`src/rtl/interrupt_reset_sequencer.sv`:
```
// Reset-vector load and hardware-interrupt entry sequencer.
// Stalls fetch, drains the pipe, pushes the return PC and flags, then loads the
// interrupt vector. It owns the memory port only while a sequence is running.
module interrupt_reset_sequencer #(
    parameter int unsigned       DATA_W         = 16,
    parameter int unsigned       FLAG_W         = 3,
    parameter logic [DATA_W-1:0] RESET_VEC_ADDR = DATA_W'(16'h0000),
    parameter logic [DATA_W-1:0] INT_VEC_ADDR   = DATA_W'(16'h0001),
    parameter int unsigned       DRAIN_CYCLES   = 3
) (
    input  logic              clk,
    input  logic              rst,
    input  logic              int_req,
    input  logic              pipe_busy_mem,
    input  logic              branch_in_flight,
    input  logic [DATA_W-1:0] pc_next,
    input  logic [FLAG_W-1:0] flags_in,
    input  logic [DATA_W-1:0] mem_rdata,
    output logic              fetch_stall,
    output logic              flush,
    output logic              mem_sel,
    output logic              ctl_read,
    output logic [DATA_W-1:0] ctl_addr,
    output logic              ctl_push,
    output logic [DATA_W-1:0] ctl_wdata,
    output logic              pc_load,
    output logic [DATA_W-1:0] pc_load_value,
    output logic              int_ack
);

    // A zero drain count would never satisfy the counter==1 exit test.
    localparam int unsigned DRAIN_EFF = (DRAIN_CYCLES == 0) ? 1 : DRAIN_CYCLES;
    localparam int unsigned CNT_W     = $clog2(DRAIN_EFF + 1);

    localparam logic [2:0] RST_RD     = 3'd0;
    localparam logic [2:0] RST_LD     = 3'd1;
    localparam logic [2:0] IDLE       = 3'd2;
    localparam logic [2:0] DRAIN      = 3'd3;
    localparam logic [2:0] PUSH_PC    = 3'd4;
    localparam logic [2:0] PUSH_FLAGS = 3'd5;
    localparam logic [2:0] VEC_RD     = 3'd6;
    localparam logic [2:0] VEC_LD     = 3'd7;

    logic [2:0]        state,       state_nxt;
    logic              pending,     pending_nxt;
    logic [CNT_W-1:0]  cnt,         cnt_nxt;
    logic [DATA_W-1:0] ret_pc,      ret_pc_nxt;
    logic [FLAG_W-1:0] saved_flags, saved_flags_nxt;

    // State and context registers; synchronous reset restarts the reset-vector load.
    always_ff @(posedge clk) begin
        if (rst) begin
            state       <= RST_RD;
            pending     <= 1'b0;
            cnt         <= '0;
            ret_pc      <= '0;
            saved_flags <= '0;
        end else begin
            state       <= state_nxt;
            pending     <= pending_nxt;
            cnt         <= cnt_nxt;
            ret_pc      <= ret_pc_nxt;
            saved_flags <= saved_flags_nxt;
        end
    end

    // Next-state logic and Moore output decode; outputs are forced low during reset.
    always_comb begin
        state_nxt       = state;
        pending_nxt     = pending;
        cnt_nxt         = cnt;
        ret_pc_nxt      = ret_pc;
        saved_flags_nxt = saved_flags;
        fetch_stall     = 1'b0;
        flush           = 1'b0;
        mem_sel         = 1'b0;
        ctl_read        = 1'b0;
        ctl_addr        = '0;
        ctl_push        = 1'b0;
        ctl_wdata       = '0;
        pc_load         = 1'b0;
        pc_load_value   = '0;
        int_ack         = 1'b0;

        if (state != IDLE) begin
            fetch_stall = 1'b1;
            flush       = 1'b1;
        end

        case (state)
            RST_RD: begin
                mem_sel   = 1'b1;
                ctl_read  = 1'b1;
                ctl_addr  = RESET_VEC_ADDR;
                state_nxt = RST_LD;
            end
            RST_LD: begin
                pc_load       = 1'b1;
                pc_load_value = mem_rdata;
                state_nxt     = IDLE;
            end
            IDLE: begin
                if (int_req || pending) begin
                    state_nxt = DRAIN;
                    cnt_nxt   = CNT_W'(DRAIN_EFF);
                end
            end
            DRAIN: begin
                if (cnt > CNT_W'(1)) begin
                    cnt_nxt = cnt - CNT_W'(1);
                end
                if (cnt == CNT_W'(1) && !pipe_busy_mem && !branch_in_flight) begin
                    state_nxt       = PUSH_PC;
                    ret_pc_nxt      = pc_next;
                    saved_flags_nxt = flags_in;
                    pending_nxt     = 1'b0;
                end
            end
            PUSH_PC: begin
                mem_sel   = 1'b1;
                ctl_push  = 1'b1;
                ctl_wdata = ret_pc;
                state_nxt = PUSH_FLAGS;
            end
            PUSH_FLAGS: begin
                mem_sel   = 1'b1;
                ctl_push  = 1'b1;
                ctl_wdata = DATA_W'(saved_flags);
                state_nxt = VEC_RD;
            end
            VEC_RD: begin
                mem_sel   = 1'b1;
                ctl_read  = 1'b1;
                ctl_addr  = INT_VEC_ADDR;
                state_nxt = VEC_LD;
            end
            VEC_LD: begin
                pc_load       = 1'b1;
                pc_load_value = mem_rdata;
                int_ack       = 1'b1;
                state_nxt     = IDLE;
            end
            default: begin
                state_nxt = RST_RD;
            end
        endcase

        // A request seen in the exit cycle of DRAIN stays pending so it is not lost.
        if (int_req && state != RST_RD && state != RST_LD) begin
            pending_nxt = 1'b1;
        end

        if (rst) begin
            fetch_stall   = 1'b0;
            flush         = 1'b0;
            mem_sel       = 1'b0;
            ctl_read      = 1'b0;
            ctl_addr      = '0;
            ctl_push      = 1'b0;
            ctl_wdata     = '0;
            pc_load       = 1'b0;
            pc_load_value = '0;
            int_ack       = 1'b0;
        end
    end

endmodule

```
`config.mk`:
```
export PLATFORM = sky130hd
export DESIGN_NAME = interrupt_reset_sequencer
export DESIGN_NICKNAME = d
export VERILOG_FILES = /design/src/rtl/interrupt_reset_sequencer.sv
export SDC_FILE = /design/constraint.sdc
export NUM_CORES = 1
export LEC_CHECK = 0
export CAP_MARGIN = 20
export CORE_MARGIN = 2
export CORE_UTILIZATION = 34
export CTS_CLUSTER_DIAMETER = 120
export DETAILED_ROUTE_END_ITERATION = 16
export GPL_ROUTABILITY_DRIVEN = 0
export MAX_ROUTING_LAYER = met4
export PLACE_DENSITY = 0.84
export SYNTH_ARGS = -nofsm -noshare
export SYNTH_HDL_FRONTEND = slang
export SYNTH_SLANG_ARGS = --single-unit
```
`constraint.sdc`:
```
create_clock -name clk -period 1.65 [get_ports clk]
set_clock_uncertainty 0.15 [all_clocks]
set_input_delay 0.33 -clock clk [delete_from_list [all_inputs] [get_ports clk]]
set_output_delay 0.33 -clock clk [all_outputs]
set_load 0.03 [all_outputs]
```
==> impl_metrics.tcl, run 1 <==
set metrics [dict create \
    drv_slew 0 \
    drv_cap 0 \
    drt_first_iter_violations 38 \
    synth_edf_count 0 \
    combPwrFrac_pct 34.0 \
    cts_buffer_depth 2 \
    post-dp-hpwl_um 2900 \
    fin_cells 340 \
    crit_arrival_ps 1490 \
    core_area_um2 4660 \
    reg2reg_to "saved_flags[2]" \
    rsz0062_at_grt "yes" \
    ys_seq_area_share_pct 30.7 \
    drive_above_1_share_pct 47.9 \
    synth_common_cells "39 x nand2b_1, 29 x and2_1, 25 x dfxtp_1" \
    firstDrtPassIters 4 \
    vdd_drop_max_mv 0.271 \
    r2r_slack_ps -200 \
    synth_top_cell_area_share_pct 30.7 \
    synth-seq-cells 25 \
    holdPathEnd "ret_pc[7]" \
    grt_usage_pct 16.5 \
    seqPwrFrac_pct 41.9 \
    net-switching-power_w 0.000449 \
    setup.worst_path.class "reg -> out" \
    worstSetupStartpointType "flip-flop" \
    hp-class "reg -> reg" \
    worstSkewPairLatency_ps 260 \
    path_clk_slew_ps 90 \
    dieArea_um2 5360 \
    die_h_um 73.2 \
    start_util_pct 35.0 \
    synth_area_leaders "dfxtp_1 31%, nand2b_1 15%, mux2i_1 14%, and2_1 11%, buf_4 7.8%" \
    synth_area_per_cell_um2 8.77 \
    drc_errors 0 \
    cp-end-kind "output port" \
    worstHoldPathCells 2 \
    setup_tns_ps -13440 \
    failed_checks "negative setup slack" \
    synth-main-ff-cell "dfxtp_1" \
    synthCells 186 \
    grt_antenna_before_repair 0 \
    wirelength_um 4390 \
    grt_overflow_total 0 \
    ant_nets 0 \
    clkPwrFrac_pct 24.1 \
    p_per_area_nw_per_um2 505 \
    htree_levels 1 \
    syn_to_final_growth_pct 83.8 \
    worstHoldStart "ret_pc[7]" \
    diodes 0 \
    setup_viol 61 \
    fill_cells 367 \
    grt_max_degree 38 \
    finalCritPeriodShare_pct 119 \
    status "complete, but fails checks" \
    nNetsFinal 328 \
    worst_slack_ps -319 \
    rows 25 \
    swShare_pct 29.7 \
    async_flop_share_pct 0 \
    hold_viol_final 0 \
    fp.dieW_um 73.2 \
    grt_pass1_wl_um 6760 \
    cts_buffers 3 \
    io_pins 95 \
    intPower_w 0.00106 \
    fin_crit_ps 1970 \
    synth_cell_type_count 34 \
    synth_largest_area_cell "dfxtp_1" \
    yosysWarnings 0 \
    max_freq_ghz 0.508 \
    vias_per_cell 4.51 \
    finish.utilization_pct 64.3 \
    cts_root_buf "clkbuf_8" \
    dp_slack_ps -506 \
    cp_max_fo 4 \
    dp_cells 325 \
    yosysMostFrequentCell "nand2b_1" \
    port-buffer-count 79 \
    leakage_nw 1.23 \
    avgRoutedWirePerCell_um 12.9 \
    cp.required_ps 1170 \
    clkSinkCount 25 \
    grt_pass1_vias 1462 \
    worst_r2r_path_depth 7 \
    via_count 1534 \
    r2r-start "cnt[1]" \
    cts_tree "built" \
    syn_area_um2 1630 \
]
[registers in the layout (all words and copies together), names as in the netlist]
name	flops
ret_pc	16
saved_flags	3
state	3
cnt	2
pending	1
[critical path, cell delays in order, from the launching register on]
cell and delay, ps:
dfxtp_4 370, buf_4 150, nand2b_4 90, or2_4 180, inv_2 50, or2_4 240, buf_6 140
[layout make-up]
| cell class | count | area (um2) | share of cell area [%] |
|---|---|---|---|
| inverter | 2 | 7.51 | 0.251 |
| sequential | 25 | 509 | 17.0 |
| tap | 54 | 67.6 | 2.25 |
| clock buffer | 4 | 45.0 | 1.50 |
| multi-input combinational | 145 | 1200 | 40.1 |
| timing repair buffer | 110 | 1170 | 38.9 |
[layout by cell type (no fill, tap or decap), drive strengths merged, types with 2 or more instances in the layout]
master,count
buf,71
nand2b,39
clkdlybuf4s50,38
and2,29
dfxtp,25
mux2i,22
conb,15
nor2,7
a21oi,5
nor3,4
clkbuf,4
nor3b,4
or2,3
inv,2
or3,2
nand2,2
[worst max-delay path by stage]
stage / from / endpoint / slack [ps] / cells past startpoint
6_report: state[2] / mem_sel / -320 / 6
5_1_grt: state[2] / pc_load_value[3] / -380 / 5
4_1_cts: state[2] / pc_load_value[10] / -400 / 6
3_5_place_dp: rst / ctl_wdata[8] / -510 / 6
3_3_place_gp: rst / ctl_wdata[8] / -500 / 6
2_1_floorplan: state[2] / pc_load_value[10] / -100 / 5
[power by group through the flow]
stage	combinational, W	clock, W	sequential [W]
2_1_floorplan	0.000287	0	0.000637
3_3_place_gp	0.000438	0	0.000641
3_5_place_dp	0.000446	0	0.000642
4_1_cts	0.000507	0.000375	0.000632
5_1_grt	0.000548	0.000393	0.000635
6_report	0.000514	0.000365	0.000633
[metrics by stage]
stage	hold WS, ps	area, um2	total power, W
floorplan	294	1780	0.000924
global placement	305	2510	0.00108
detailed placement	311	2510	0.00109
CTS	326	3020	0.00151
global route	343	3000	0.00158
finish	322	3000	0.00151
[cells by family (layout without fill, tap and decap cells)]
group / Yosys count / in the layout / synth area share, %
buffers and inverters: 30 / 116 / 12.4
AND/OR/NAND/NOR: 96 / 96 / 37.7
AO/OA/AOI/OAI: 10 / 10 / 4.14
XOR/XNOR: 1 / 1 / 0.537
multiplexers: 22 / 22 / 13.5
flip-flops: 25 / 25 / 30.7
adder cells (fa/ha/maj): 1 / 1 / 0.767
other: 1 / 15 / 0.230
[timing repair]
| item | in CTS | in global routing |
|---|---|---|
| setup buffers | 11 | 2 |
| cloned | 4 | 0 |
| pin swaps | 5 | 9 |
| hold buffers | 0 | 0 |
| resized for setup | 79 | 22 |
| endpoints found under the setup margin | 60 | 63 |
[routing by layer]
metal	global-route usage [%]	vias up	share of wire (%)
met2	28.5	54	55
met1	20.2	710	40
met3	2.49	4	4.2
met4	3.70	0	0.50
met5	-	-	0
li1	-	766	-
(Power assumes the default switching activity.)
==> run 2: changes to the inputs <==
--- a/config.mk
+++ b/config.mk
@@ -7,12 +7,14 @@
 export LEC_CHECK = 0
 export CAP_MARGIN = 20
 export CORE_MARGIN = 2
-export CORE_UTILIZATION = 34
+export CORE_UTILIZATION = 56
 export CTS_CLUSTER_DIAMETER = 120
+export CTS_CLUSTER_SIZE = 28
 export DETAILED_ROUTE_END_ITERATION = 16
+export DONT_BUFFER_PORTS = 1
 export GPL_ROUTABILITY_DRIVEN = 0
 export MAX_ROUTING_LAYER = met4
-export PLACE_DENSITY = 0.84
+export PLACE_DENSITY = 0.82
 export SYNTH_ARGS = -nofsm -noshare
 export SYNTH_HDL_FRONTEND = slang
 export SYNTH_SLANG_ARGS = --single-unit
==> run 2 against run 1 <==
Compared with the run above:
- the flow still finishes with violations (negative setup slack)
- combinational power is 31% lower
- maximum frequency hardly changed
- highest routed layer unchanged
- largest power group unchanged
- clock-buffer cell count stayed put
- critical path type unchanged
- sequential share of layout area is 6.4 points higher
- design area is 27% lower
- core utilization is 16 points higher
- largest cell class unchanged
- cell count is 28% lower
- sequential power hardly changed
- worst setup slack better by 0.68 ps
- sequential cell count stayed put
==> impl_metrics.tcl, run 2 (synthesis results as in run 1) <==
set metrics [dict create \
    post-dp-hpwl_um 2590 \
    worst_slack_ps -318 \
    grt_antenna_before_repair 0 \
    hold_viol_final 0 \
    drt_first_iter_violations 35 \
    htree_levels 1 \
    cts_root_buf "clkbuf_4" \
    path_clk_slew_ps 140 \
    fp.dieW_um 58.0 \
    dieArea_um2 3360 \
    via_count 1342 \
    worstSkewPairLatency_ps 310 \
    ant_nets 0 \
    drv_slew 0 \
    core_area_um2 2760 \
    crit_arrival_ps 1490 \
    cp_max_fo 17 \
    grt_usage_pct 27.0 \
    grt_pass1_vias 1417 \
    nNetsFinal 256 \
    cp.required_ps 1170 \
    cts_buffer_depth 2 \
    cts_tree "built" \
    start_util_pct 59.1 \
    cts_buffers 3 \
    dp_cells 231 \
    worstSetupStartpointType "flip-flop" \
    vdd_drop_max_mv 0.495 \
    hold_ws_ps 5.74 \
    grt_max_degree 44 \
    layout_common_cells "38 x nand2b_1, 29 x and2_4, 20 x dfxtp_1, 20 x buf_4, 19 x mux2i_1" \
    setup_viol 63 \
    drc_errors 0 \
    largest_register_ffs 16 \
    leakage_nw 0.883 \
    drv_cap 0 \
    avgRoutedWirePerCell_um 18.4 \
    rows 19 \
    grt_pass1_wl_um 6780 \
    p_per_area_nw_per_um2 575 \
    clkSinkCount 25 \
    syn_to_final_growth_pct 35.1 \
    firstDrtPassIters 4 \
    finalCritPeriodShare_pct 119 \
    hp-class "in -> reg" \
    drive_above_1_share_pct 47.7 \
    layout_commonest_cell "nand2b_1" \
    port-buffer-count 0 \
    setup.worst_path.class "reg -> out" \
    io_pins 95 \
    die_h_um 58.0 \
    final_area_um2 2200 \
    setup_tns_ps -13870 \
    status "complete, but fails checks" \
    fin_crit_ps 1970 \
    largest_register "ret_pc" \
    top_regs "ret_pc x16, saved_flags x3, state x3" \
    placed_area_um2 1860 \
    max_freq_ghz 0.508 \
    fin_cells 245 \
    grt_overflow_total 0 \
    failed_checks "negative setup slack" \
    rsz0062_at_grt "yes" \
    diodes 0 \
    vias_per_cell 5.48 \
    finish.utilization_pct 79.9 \
    cp-end-kind "output port" \
    wirelength_um 4510 \
]
run 2: cell count changes in the layout (fill, tap and decap cells not counted), sizes merged:
cell | before | now
buf | 71 | 37
clkdlybuf4s50 | 38 | 0
dlygate4sd2 | 1 | 0
dlygate4sd3 | 0 | 1
run 2: cell type report:
class	instances	area, um2
sequential	25	514
multi-input combinational	145	1200
fill	171	556
inverter	2	7.51
clock buffer	4	26.3
tap	31	38.8
timing repair buffer	38	419
run 2: worst paths after layout:
kind / from / end / slack, ps / cells past startpoint
worst max-delay path: state[2] / pc_load_value[1] / -320 / 4
worst min register to register: ret_pc[2] / ret_pc[2] / 340 / 2
worst max register to register: cnt[1] / ret_pc[15] / -200 / 7
worst min-delay path: pc_next[6] / ret_pc[6] / 6 / 2
run 2: what timing repair did:
item,in CTS,in global routing
gates resized for setup,43,22
cloned,4,0
endpoints found under the setup margin,62,64
pin swaps,6,11
endpoints found under the hold margin,6,0
setup buffers,6,3
hold buffers,1,0
run 2: layer usage:
metal  global-route usage [%]  routed length, um  up-vias
li1                         -                  -      628
met1                     31.0               1750      634
met2                     47.7               2400       68
met3                     4.02                254       12
met4                     9.63                106        0
met5                        -                  0        -
run 2: critical path: stages, from the launching register on:
cell	delay, ps
dfxtp_4	410
xor2_4	190
nor3b_4	210
buf_12	160
and2_4	200
run 2: power by group:
| part | switching (W) | leakage (nW) | total (W) | internal, W |
|---|---|---|---|---|
| clock | 0.000180 | 0.0150 | 0.000274 | 0.0000942 |
| sequential | 0.0000203 | 0.205 | 0.000636 | 0.000616 |
| combinational | 0.000205 | 0.663 | 0.000356 | 0.000151 |
run 2: stage by stage:
step           total power (W)  worst slack (ps)
6_report               0.00127              -318
5_1_grt                0.00131              -369
4_1_cts                0.00124              -299
3_5_place_dp          0.000950              -121
3_3_place_gp          0.000941             -23.7
2_1_floorplan         0.000924              -103
==> RTL change, RTL diff (flow settings as in run 2) <==
The parameter `DRAIN_CYCLES` goes from 3 to 5.
--- a/src/rtl/interrupt_reset_sequencer.sv
+++ b/src/rtl/interrupt_reset_sequencer.sv
@@ -6,7 +6,7 @@
     parameter int unsigned       FLAG_W         = 3,
     parameter logic [DATA_W-1:0] RESET_VEC_ADDR = DATA_W'(16'h0000),
     parameter logic [DATA_W-1:0] INT_VEC_ADDR   = DATA_W'(16'h0001),
-    parameter int unsigned       DRAIN_CYCLES   = 3
+    parameter int unsigned       DRAIN_CYCLES   = 5
 ) (
     input  logic              clk,
     input  logic              rst,
Function: changed (Yosys sat finds a counterexample within 10 cycles, from zero or initial values and one cycle with rst high).
==> RTL change against run 2 <==
- the flow now stops in global routing (5_1_grt)
- area after synthesis fell by 0.15%
==> RTL change: results <==
export IMPL_cts_root_buf="clkbuf_4"
export IMPL_dpl_hpwl_um=3290
export IMPL_lastStage="global routing (5_1_grt)"
export IMPL_io_buffers=0
export IMPL_status="aborted with a tool error"
export IMPL_yosysSeqAreaShare_pct=32.0
export IMPL_synth_cells=202
export IMPL_cts_buffers=3
export IMPL_ys_warn_count=0
export IMPL_worstEpCategory="top-level output"
export IMPL_dp_cells=242
export IMPL_grt_start_max_net_pins=26
export IMPL_async_reset_ff_share_pct=0
export IMPL_clock_sinks=26
export IMPL_cts_path_max_buffers=2
export IMPL_error="[ERROR DPL-0038] Utilization greater than 100%, impossible to legalize"
export IMPL_grt_worst_setup_endpoint="ctl_wdata[11]"
export IMPL_synth_area_top_cells="dfxtp_1 32%, and2_1 11%, buf_4 8.3%"
export IMPL_htreeDepth=1
export IMPL_synth_distinct_cells=41
export IMPL_yosys_top_cells_count="29 x and2_1, 26 x dfxtp_1, 22 x a21oi_1, 20 x nand3_1, 18 x buf_4"
RTL change: stage by stage:
stage / setup TNS [ns] / area, sq um / worst slack [ns]
floorplan: -3.31 / 1810 / -0.147
global placement: -0.910 / 1860 / -0.0669
detailed placement: -3.12 / 1860 / -0.105
CTS: -17.05 / 2470 / -0.415
RTL change: repair_timing:
item / 4_1_cts
endpoints found under the hold margin: 25
pin swaps: 28
hold buffers: 12
endpoints found under the setup margin: 63
resized for setup: 63
cloned: 6
setup buffers: 9
RTL change: logic make-up after synthesis:
group | after synthesis | share of synthesized area, %
AO/OA/AOI/OAI | 53 | 20.2
adder cells (fa/ha/maj) | 2 | 1.54
buffers and inverters | 37 | 14.4
multiplexers | 3 | 1.84
flip-flops | 26 | 32.0
other | 1 | 0.230
XOR/XNOR | 1 | 0.538
AND/OR/NAND/NOR | 79 | 29.3
